`src/rtl/cassette_pkg.sv`:
```
// Shared types and defaults for the cassette tape-playback engine.
package cassette_pkg;

  typedef enum logic [1:0] {
    CAS_STOP = 2'd0,
    CAS_PLAY = 2'd1,
    CAS_FFWD = 2'd2,
    CAS_REW  = 2'd3
  } cas_mode_t;

  localparam int CAS_DEFAULT_DIV = 6666;
  localparam int CAS_ADDR_W      = 24;

endpackage

```
`src/rtl/cas_rate_div.sv`:
```
// Rate divider: counts 0..period and wraps; tick_o marks count 0.
module cas_rate_div #(
  parameter int DIV_W = 13
) (
  input  logic             clk_i,
  input  logic             rst_ni,
  input  logic             clr_i,
  input  logic [DIV_W-1:0] period_i,
  output logic             tick_o
);

  logic [DIV_W-1:0] cnt_q, cnt_d;
  logic [DIV_W-1:0] per_q, per_d;

  always_comb begin
    per_d = per_q;
    cnt_d = (cnt_q == per_q) ? '0 : cnt_q + DIV_W'(1);
    if (clr_i) begin
      cnt_d = '0;
      per_d = period_i;
    end
  end

  always_ff @(posedge clk_i or negedge rst_ni) begin
    if (!rst_ni) begin
      cnt_q <= '0;
      per_q <= '0;
    end else begin
      cnt_q <= cnt_d;
      per_q <= per_d;
    end
  end

  assign tick_o = (cnt_q == '0);

endmodule

```
`src/rtl/cassette_transport.sv`:
```
// Tape transport FSM (STOP/PLAY/FFWD/REW), tape RAM fetch pipeline and
// position arithmetic feeding a valid/ready byte stream.
module cassette_transport
  import cassette_pkg::*;
#(
  parameter int ADDR_W    = 24,
  parameter int DIV_W     = 13,
  parameter int SEEK_STEP = 64
) (
  input  logic              clk_sys,
  input  logic              reset_n,
  input  logic              cmd_valid,
  input  logic [1:0]        cmd,
  input  logic [DIV_W-1:0]  rate_div,
  input  logic [ADDR_W-1:0] tape_end,
  input  logic              loop_en,
  output logic              rd_en,
  output logic [ADDR_W-1:0] rd_addr,
  input  logic [7:0]        rd_data,
  output logic              out_valid,
  output logic [7:0]        out_data,
  input  logic              out_ready,
  output logic [ADDR_W-1:0] pos,
  output logic [1:0]        state,
  output logic              at_end,
  output logic              late
);

  localparam int AW1 = ADDR_W + 1;
  localparam logic [ADDR_W:0] STEP_X = AW1'(SEEK_STEP);

  cas_mode_t         state_q, state_d, cmd_m;
  logic [ADDR_W-1:0] pos_q, pos_d;
  logic [ADDR_W-1:0] rd_addr_q, rd_addr_d;
  logic [7:0]        out_data_q, out_data_d;
  logic              out_valid_q, out_valid_d;
  logic              at_end_q, at_end_d;
  logic              late_q, late_d;
  // vld_pipe[0]: read strobe cycle, vld_pipe[1]: RAM data returning
  logic [1:0]        vld_pipe_q, vld_pipe_d;

  logic              div_clr, div_tick, tick, cmd_take, flush;
  logic [ADDR_W:0]   pos_ext, end_ext, end_m1, fwd_ext, rew_ext;

  cas_rate_div #(.DIV_W(DIV_W)) u_div (
    .clk_i   (clk_sys),
    .rst_ni  (reset_n),
    .clr_i   (div_clr),
    .period_i(rate_div),
    .tick_o  (div_tick)
  );

  assign cmd_m   = cas_mode_t'(cmd);
  assign pos_ext = {1'b0, pos_q};
  assign end_ext = {1'b0, tape_end};
  assign end_m1  = end_ext - AW1'(1);
  assign fwd_ext = pos_ext + STEP_X;
  assign rew_ext = pos_ext - STEP_X;

  // Motion commands with no tape loaded are dropped entirely.
  assign cmd_take = cmd_valid && !((cmd_m != CAS_STOP) && (tape_end == '0));
  assign flush    = cmd_take && (cmd_m != state_q);
  assign div_clr  = cmd_take;
  assign tick     = div_tick && (state_q != CAS_STOP) && !cmd_take;

  always_comb begin
    state_d     = state_q;
    pos_d       = pos_q;
    rd_addr_d   = rd_addr_q;
    out_data_d  = out_data_q;
    out_valid_d = out_valid_q;
    at_end_d    = at_end_q;
    late_d      = late_q;
    vld_pipe_d  = {vld_pipe_q[0], 1'b0};

    if (flush) begin
      state_d     = cmd_m;
      late_d      = 1'b0;
      out_valid_d = 1'b0;
      vld_pipe_d  = '0;
      if ((cmd_m == CAS_PLAY || cmd_m == CAS_FFWD) && (pos_ext < end_m1))
        at_end_d = 1'b0;
    end else begin
      if (out_valid_q && out_ready) begin
        out_valid_d = 1'b0;
        if (state_q == CAS_PLAY) begin
          if (pos_ext == end_m1) begin
            if (loop_en) begin
              pos_d = '0;
            end else begin
              state_d  = CAS_STOP;
              at_end_d = 1'b1;
            end
          end else begin
            pos_d = pos_q + ADDR_W'(1);
          end
        end
      end

      if (vld_pipe_q[1]) begin
        out_valid_d = 1'b1;
        out_data_d  = rd_data;
      end

      if (tick) begin
        // Tape shrank under the head: park at 0 regardless of mode.
        if (pos_ext >= end_ext) begin
          pos_d   = '0;
          state_d = CAS_STOP;
        end else begin
          unique case (state_q)
            CAS_PLAY: begin
              if (out_valid_q || (|vld_pipe_q)) begin
                late_d = 1'b1;
              end else begin
                vld_pipe_d[0] = 1'b1;
                rd_addr_d     = pos_q;
              end
            end
            CAS_FFWD: begin
              if (fwd_ext >= end_m1) begin
                pos_d    = end_m1[ADDR_W-1:0];
                state_d  = CAS_STOP;
                at_end_d = 1'b1;
              end else begin
                pos_d = fwd_ext[ADDR_W-1:0];
              end
            end
            CAS_REW: begin
              at_end_d = 1'b0;
              if (rew_ext[ADDR_W] || (rew_ext == '0)) begin
                pos_d   = '0;
                state_d = CAS_STOP;
              end else begin
                pos_d = rew_ext[ADDR_W-1:0];
              end
            end
            default: ;
          endcase
        end
      end
    end
  end

  always_ff @(posedge clk_sys or negedge reset_n) begin
    if (!reset_n) begin
      state_q     <= CAS_STOP;
      pos_q       <= '0;
      rd_addr_q   <= '0;
      out_data_q  <= '0;
      out_valid_q <= 1'b0;
      at_end_q    <= 1'b0;
      late_q      <= 1'b0;
      vld_pipe_q  <= '0;
    end else begin
      state_q     <= state_d;
      pos_q       <= pos_d;
      rd_addr_q   <= rd_addr_d;
      out_data_q  <= out_data_d;
      out_valid_q <= out_valid_d;
      at_end_q    <= at_end_d;
      late_q      <= late_d;
      vld_pipe_q  <= vld_pipe_d;
    end
  end

  assign rd_en     = vld_pipe_q[0];
  assign rd_addr   = rd_addr_q;
  assign out_valid = out_valid_q;
  assign out_data  = out_data_q;
  assign pos       = pos_q;
  assign state     = state_q;
  assign at_end    = at_end_q;
  assign late      = late_q;

endmodule

```
`config.mk`:
```
export PLATFORM = sky130hd
export DESIGN_NAME = cassette_transport
export DESIGN_NICKNAME = d
export VERILOG_FILES = /design/src/rtl/cassette_pkg.sv /design/src/rtl/cas_rate_div.sv /design/src/rtl/cassette_transport.sv
export SDC_FILE = /design/constraint.sdc
export NUM_CORES = 1
export LEC_CHECK = 0
export ABC_AREA = 1
export CORE_AREA = 2 2 140 142
export DETAILED_ROUTE_END_ITERATION = 10
export DIE_AREA = 0 0 142 144
export PLACE_DENSITY = 0.77
export SETUP_SLACK_MARGIN = 0.02
export SLEW_MARGIN = 20
export SYNTH_ARGS = -nofsm -noshare
export SYNTH_HDL_FRONTEND = slang
export SYNTH_HIERARCHICAL = 1
export SYNTH_SLANG_ARGS = --single-unit
```
`constraint.sdc`:
```
create_clock -name clk_sys -period 8.6 [get_ports clk_sys]
set_input_delay 2.15 -clock clk_sys [delete_from_list [all_inputs] [get_ports clk_sys]]
set_output_delay 2.15 -clock clk_sys [all_outputs]
set_load 0.01 [all_outputs]
```
---- Word level (Yosys, flattened, before mapping) ----
Cells that the tools add are included.
Widths: inputs -> output; s select.
cells by class
  bitwise operators ....................... 3
  multipliers ............................. 0
  equality and inequality tests ........... 10
  div/mod/pow operators ................... 0
  reductions and logical operators ........ 25
  mux-type cells .......................... 45
  shift-type cells ........................ 0
  add/sub/neg operators ................... 5
  order comparisons ....................... 3
operator list
  kind                   number
  $mux 24                8
  $pmux 24 s2            1
  $mux 13                2
  $add 24x7->25 const B  1
  $eq 24x25->1           1
  $ge 25x25->1           1
  $logic_not 25->1       1
  $lt 24x25->1           1
  $sub 24x1->25 const B  1
  $sub 24x7->25 const B  1
  $add 24x1->24 const B  1
  $ge 24x24->1           1
  $logic_not 24->1       1
  $mux 1                 23
  $mux 2                 9
  $add 13x1->13 const B  1
  $eq 13x13->1           1
  $logic_not 13->1       1
  $reduce_bool 2->1      5
  $logic_and 1x1->1      7
  $eq 2x2->1 const B     3
  $reduce_and 5->1       1
  $eq 2x1->1 const B     2
  $pmux 2 s2             1
  11 further kinds       16
storage, ports and cells
  bits of input ports ..................... 52
  register bits ........................... 89
  ROM bits ................................ 0
  bits in latches ......................... 0
  bits in writable memories ............... 0
  word-level logic and storage cells ...... 101
  memories ................................ 0
  output and inout port bits .............. 62

---- Logic depth before layout (Yosys ltp) ----
Gate-level depths: netlist of run 1.
  depth in word-level cells ............... 10
  depth in mapped cells ................... 29

---- Hierarchy ----
Netlist of run 1, hierarchy kept.
by module, submodules not included
  module              times used  area an instance (µm²)  cells an instance
  cassette_transport  1           7697.4                  1229
  cas_rate_div        1           1383.8                  190

---- Least setup slack after synthesis of run 1 ----
No wires, ideal clock.
  path kind ............................... input -> register
  start point ............................. in tape_end[0]
  end point ............................... reg pos_q[22], in the netlist pos[22]
  required time ........................... 8478 ps
  buffers on the path ..................... 1
  stages on the path ...................... 26
  arrival time ............................ 4925 ps
  setup time .............................. 122 ps
  setup slack ............................. 3553 ps
  cells stage by stage .................... inv_1 > nand2_1 > nor2_1 > nand2_1 > nor2_1 > nand4_1 > nor2_1 > nand4_1 > xor2_1 > ha_1 > nand2_1 > nor2_1 > nand3_1 > nor2_1 > nand2_1 > inv_1 > nand2_2 > nor2_4 > nand2_2 > buf_4 > nand2_1 > o21ai_1 > nand3_1 > nand2_1 > a21oi_1 > a21oi_1
between the ends
  word-level cells in the longest chain between the ends .. 8
  elaborated cells on any way between the ends .. 18
  classes of those cells .................. add/sub: 1; order compare: 2; eq/ne: 1; mux: 7; reduce/logical: 7
ends and longest elaborated chain
  item                                                   RTL line                   RTL
  start, declared                                        cassette_transport.sv:15   input logic [ADDR_W-1:0] tape_end,
  branches (longest 8 deep; another with $sub 24x1->25)  n/a
  end signal, assigned                                   cassette_transport.sv:157  pos_q <= pos_d;
  end, declared                                          cassette_transport.sv:33   logic [ADDR_W-1:0] pos_q, pos_d;
Parallel ways; which one is timed is not known.
A chain may end at the register's enable or synchronous reset.

---- Worst setup path in the final report of run 1 ----
  start point ............................. in tape_end[2]
  end point ............................... reg pos_q[3], in the netlist pos[3]
Same word-level chain as after synthesis.

==> impl_metrics.yaml, run 1 <==
run_status:
  status: "finished, final reports clean"
synthesis:
  synth_area_leaders: "dfrtp_1 (25%), nand2_1 (17%), ha_1 (9.9%), inv_1 (7.6%), nand3_1 (6.9%)"
  syn_inst: 1419
  avgSynthCellArea_sq_um: 6.40
  synth_top_area_cell: "dfrtp_1"
  synth_cell_types: 46
  yosys_register_bits: 89
  ys_warn_count: 6
  yosysTopAreaCellShare: 0.245
  synth_fp_nets: 1543
  synth.cell_area_sq_um: 9080
  seq_area_frac_synth: 0.245
drt:
  dr_total_vias: 9688
  finalWirelength_microns: 29600
  first_pass_iters: 8
  drt-initial-drc-count: 910
  via_per_inst: 5.56
  wl_per_cell_microns: 17.0
  drc_errors: 0
  antenna_left: 0
global_routing:
  grt-busiest-layer: "met2"
  met2_usage: 0.489
  grt_start_max_net_pins: 70
  antenna_found_initial: 0
  use_met3: 0.0354
  grt_pass1_wl_microns: 46800
  grtUsageTotal: 0.290
  grt_pass1_vias: 9010
  grt_use_met1: 0.383
  grt.overflow.total: 0
worst_setup_path:
  startpoint_type: "input pin"
  r2r.worst_path.cells: 22
  slowest_delay_ps: 490
  cp_slowest_cell: "clkdlybuf4s50_1"
  r2r_end: "pos[3]"
  cpLargestDelayFamily: "simple AND/OR/NAND/NOR gates"
  crit_buf_inv: 4
  cp_max_fo: 15
  reg2reg_slack_ps: 4080
  rr_startpoint: "pos[10]"
  end_kind: "flip-flop"
  worstSetupPathType: "in2reg"
  cp.arrival_ps: 6350
  path_common_cell: "nand2_1"
  crit_required_ps: 8840
final_layout:
  final.fill_count: 1942
  stdcell_area_sq_um: 10600
  antenna_cells: 0
  final_util: 0.554
  seq_area_sq_um: 2230
  mostFrequentLayoutCells: "nand2_1 (409), inv_1 (183), nor2_1 (148), nand3_1 (125), clkdlybuf4s50_1 (112)"
  nets: 1626
  stdcell_count: 1744
  area_growth_pct: 16.3
  multi_input_area_sq_um: 5870
  layout-drive-gt1-share: 0.0571
  final_common_cell: "nand2_1"
clock_tree:
  cts_tree: "built"
  clock_latency_ps: 340
  cts.reportedPaths.clkPinSlew_ps: 70
  clock_path_buffers: 2
  clock-sinks: 89
  cts_buffers: 9
  cts_hold_buf: 0
  ctsResizeCount: 0
  root_buffer: "clkbuf_16"
  post-cts-setup-buffer-count: 0
  htree_num_levels: 3
timing:
  final.setup.tns_ps: 0
  skew_ps: 10.3
  worst_slew_pin_slew_ps: 930
  drv_slew: 0
  period_share: 0.711
  setup_viol: 0
  finalCriticalPeriod_ps: 6110
  hold_viol_final: 0
  max_freq_ghz: 0.164
  rsz0062_at_grt: "no"
  relSlewSlack: 0.380
min_path:
  hold_path_class: "reg2reg"
  hold_end: "rd_addr[22]"
  hold_depth: 2
  min-delay-start: "rd_addr[22]"
pwr:
  p_leak_uw: 0.00528
  finalPower_uw: 3050
  p_per_area_nw_per_um2: 289
  ir_drop_v: 0.000173
run:
  cap_viol_max_count: 0
place:
  gp_congestion: 0.990
  dp_hpwl_microns: 22700
  io_buffers: 113
  placed_area_sq_um: 10300
  dp_cells: 1729
floorplan:
  start_util: 0.476
  fp.dieW_microns: 142
  dieArea_sq_um: 20400
  chipHeight_microns: 144
  fp.coreArea_sq_um: 19100
  rows: 51
  ioPinCount: 114
-- cell usage after synthesis, drive strengths merged --
cell type,instances
dfrtp,89
a22oi,1
a21boi,1
buf,26
xnor2,3
clkinv,3
xor2,51
nor4,7
ha,72
nand3,131
a31oi,1
o211a,1
nor3,25
and3,1
nand3b,3
o21ai,78
nand2,423
mux2,8
a211oi,3
a21oi,61
or2,3
inv,190
clkbuf,19
o2111ai,3
o21a,3
o211ai,2
nand4,43
o221ai,1
nor2,167
-- state kept, by name (all words and copies together) (netlist names) --
register,cells
rd_addr,24
pos,24
at_end,1
state,2
out_data,8
u_div/cnt_q,13
vld_pipe_q,2
u_div/per_q,13
late,1
out_valid,1
-- how the worst max path moves through the flow --
stage | start | to | cells after the start
after floorplan | tape_end[0] | pos[22] | 26
final | tape_end[2] | pos[3] | 30
after global routing | tape_end[2] | pos[3] | 30
after CTS | tape_end[2] | pos[3] | 30
after global placement | tape_end[2] | pos[3] | 30
after detailed placement | tape_end[2] | pos[3] | 30
-- logic make-up after synthesis --
logic type               synth area share
adder cells (fa/ha/maj)            0.0992
XOR/XNOR                           0.0521
multiplexers                      0.00992
AO/OA/AOI/OAI                      0.0938
flip-flops                          0.245
AND/OR/NAND/NOR                     0.392
buffers and inverters               0.108
-- per-layer routing --
layer / routed length, microns / vias up / share of wire
li1: - / 4732 / -
met1: 12800 / 4480 / 0.43
met2: 13700 / 400 / 0.46
met3: 2090 / 76 / 0.071
met4: 1060 / 0 / 0.036
met5: 0 / - / 0
-- where the power goes --
group	switching, uW	internal [uW]	total (uW)
combinational	1090	724	1810
sequential	306	552	858
clock	176	204	380
total	1570	1480	3050
-- metrics by stage --
stage / hold slack [ps] / setup slack, ps
global route: 516 / 2080
CTS: 491 / 2560
global placement: 467 / 2320
floorplan: 470 / 3550
finish: 486 / 2490
detailed placement: 472 / 2210
-- final cells by class --
type,instances,share of cell area
inverters,193,0.0688
clock buffers,10,0.0226
repair buffers,117,0.110
flip-flops and latches,89,0.211
multi-input cells,1092,0.556
clock inverters,5,0.00379
well taps,238,0.0282
-- worst register-to-register path, stage by stage, from the launching register on --
cell and delay, ps:
dfrtp_1 790, nand2_1 160, nor2_1 280, nand2_1 120, nor4_1 580, nand2_1 130, xor2_1 170, inv_1 90
ha_1 300, nand4_1 190, nor4_1 300, nand2_1 110, nor2_1 130, nand2_1 70, nand2_2 110, nor2_8 90
nand2_4 230, nand2_1 190, o21ai_1 180, nand2_1 60, nand2_1 70, nand2_1 50, nand2_1 60
No activity file was read; power rests on OpenSTA's default activity.
==> run 2, diff against run 1 <==
PLACE_DENSITY = 0.79   (was 0.77)
clock period = 5.6 ns   (was 8.6 ns; I/O delays follow)
==> impl_metrics.yaml, run 2 (same netlist as run 1, synthesis figures left out) <==
global_routing:
  grt-busiest-layer: "met2"
  grt_use_met1: 0.384
  use_met3: 0.0450
  grt_pass1_wl_microns: 46500
  grtUsageTotal: 0.290
  grt_pass1_vias: 8878
  met2_usage: 0.469
  grt.overflow.total: 0
  antenna_found_initial: 0
  grt_start_max_net_pins: 50
floorplan:
  chipHeight_microns: 144
  dieArea_sq_um: 20400
  rows: 51
  ioPinCount: 114
  fp.coreArea_sq_um: 19100
  start_util: 0.476
  fp.dieW_microns: 142
pwr:
  p_int_uw: 2280
  ir_drop_v: 0.000232
  p_switching_uw: 2420
  pwr-share-comb: 0.604
  clkPwrFrac: 0.122
  p_leak_uw: 0.00533
  pwr-share-seq: 0.274
  p_per_area_nw_per_um2: 442
  p_sw_frac: 0.515
place:
  dp_cells: 1740
  gp_congestion: 1.01
  dp_hpwl_microns: 22800
  io_buffers: 113
timing:
  drv_slew: 0
  final.setup.tns_ps: 0
  skew_ps: 9.10
  setup_viol: 0
  finalCriticalPeriod_ps: 5130
  hold_viol_final: 0
  max_freq_ghz: 0.195
  worst_slew_pin_slew_ps: 906
  period_share: 0.916
  relSlewSlack: 0.396
  rsz0062_at_grt: "no"
clock_tree:
  ctsResizeCount: 0
  clock-sinks: 89
  htree_num_levels: 3
  post-cts-setup-buffer-count: 0
  cts_tree: "built"
  clock_latency_ps: 350
  cts.reportedPaths.clkPinSlew_ps: 70
  clock_path_buffers: 2
  cts_buffers: 9
  root_buffer: "clkbuf_16"
  cts_hold_buf: 0
drt:
  dr_total_vias: 9667
  wl_per_cell_microns: 16.9
  antenna_left: 0
  drt-initial-drc-count: 937
  via_per_inst: 5.51
  finalWirelength_microns: 29700
  first_pass_iters: 6
  drc_errors: 0
final_layout:
  final_common_cell: "nand2_1"
  antenna_cells: 0
  mostFrequentLayoutCells: "nand2_1 (409), inv_1 (184), nor2_1 (148), nand3_1 (125), clkdlybuf4s50_1 (112)"
  stdcell_count: 1756
  area_growth_pct: 17.1
  nets: 1637
  final.fill_count: 1874
  layout-drive-gt1-share: 0.0626
worst_setup_path:
  startpoint_type: "input pin"
  cp.arrival_ps: 5420
  crit_required_ps: 5890
  worstSetupPathType: "in2reg"
  cp_max_fo: 10
  end_kind: "flip-flop"
run:
  cap_viol_max_count: 0
min_path:
  hold_path_class: "reg2reg"
run_status:
  status: "finished, final reports clean"
[run 2: cell count changes in the layout (fill, tap and decap cells not counted), sizes merged]
cell	previous run	this run
buf	5	16
inv	191	192
clkbuf	10	11
clkinvlp	2	1
[run 2: worst paths after layout]
check / depth (start not counted) / to / slack (ps) / startpoint
setup / recovery: 28 / pos[2] / 470 / tape_end[2]
hold / removal: 2 / rd_addr[1] / 480 / rd_addr[1]
hold reg to reg: 2 / rd_addr[1] / 480 / rd_addr[1]
min in group asynchronous: 1 / u_div/per_q[10] / 1040 / reset_n
setup reg to reg: 22 / pos[5] / 1060 / pos[6]
max in group asynchronous: 2 / rd_addr[17] / 3510 / reset_n
[run 2: critical path, cell delays in order]
cell	delay (ps)
clkdlybuf4s50_1	490
nor2_1	130
nand2_1	100
nor2_1	100
nand2_1	120
nor2_1	240
nand4_1	220
nor2_1	260
nand3_1	130
xor2_1	270
ha_1	290
nand2_1	100
inv_1	70
nand4_1	90
nor2_1	50
nand2_1	60
inv_1	50
nand2_2	100
clkinv_1	90
nand2_2	200
nand2_1	150
o21ai_0	260
nand3_1	140
nand2_1	80
nand3_1	70
nand2_1	60
nand2_1	50
nand2_1	60
[run 2: final cells by class]
cell class	count	area, sq um	share of cell area
clock inverter	5	38.8	0.00365
sequential	89	2230	0.209
clock buffer	11	233	0.0219
timing repair buffer	128	1240	0.117
inverter	193	727	0.0683
multi-input combinational	1092	5870	0.552
tap	238	298	0.0280
[run 2: metrics by stage]
step	util	total power, uW	setup WS [ps]	instance area (sq um)	hold WS [ps]
after floorplan	-	2960	1300	9080	470
after global routing	0.558	5060	49.9	10600	507
after global placement	0.543	4030	331	10400	466
after CTS	0.558	4670	528	10600	488
final	0.558	4700	472	10600	483
after detailed placement	0.543	4070	193	10400	471
[run 2: layer usage]
layer / vias up / part of all wire
li1: 4757 / -
met1: 4400 / 0.43
met5: - / 0
met4: 0 / 0.043
met2: 425 / 0.45
met3: 85 / 0.080
[run 2: power by group through the flow]
stage	Clock [uW]	Combinational, uW	Sequential, uW
after floorplan	0	1820	1130
after global placement	0	2750	1280
after detailed placement	0	2800	1280
after CTS	587	2810	1270
after global routing	610	3140	1310
final	575	2840	1290
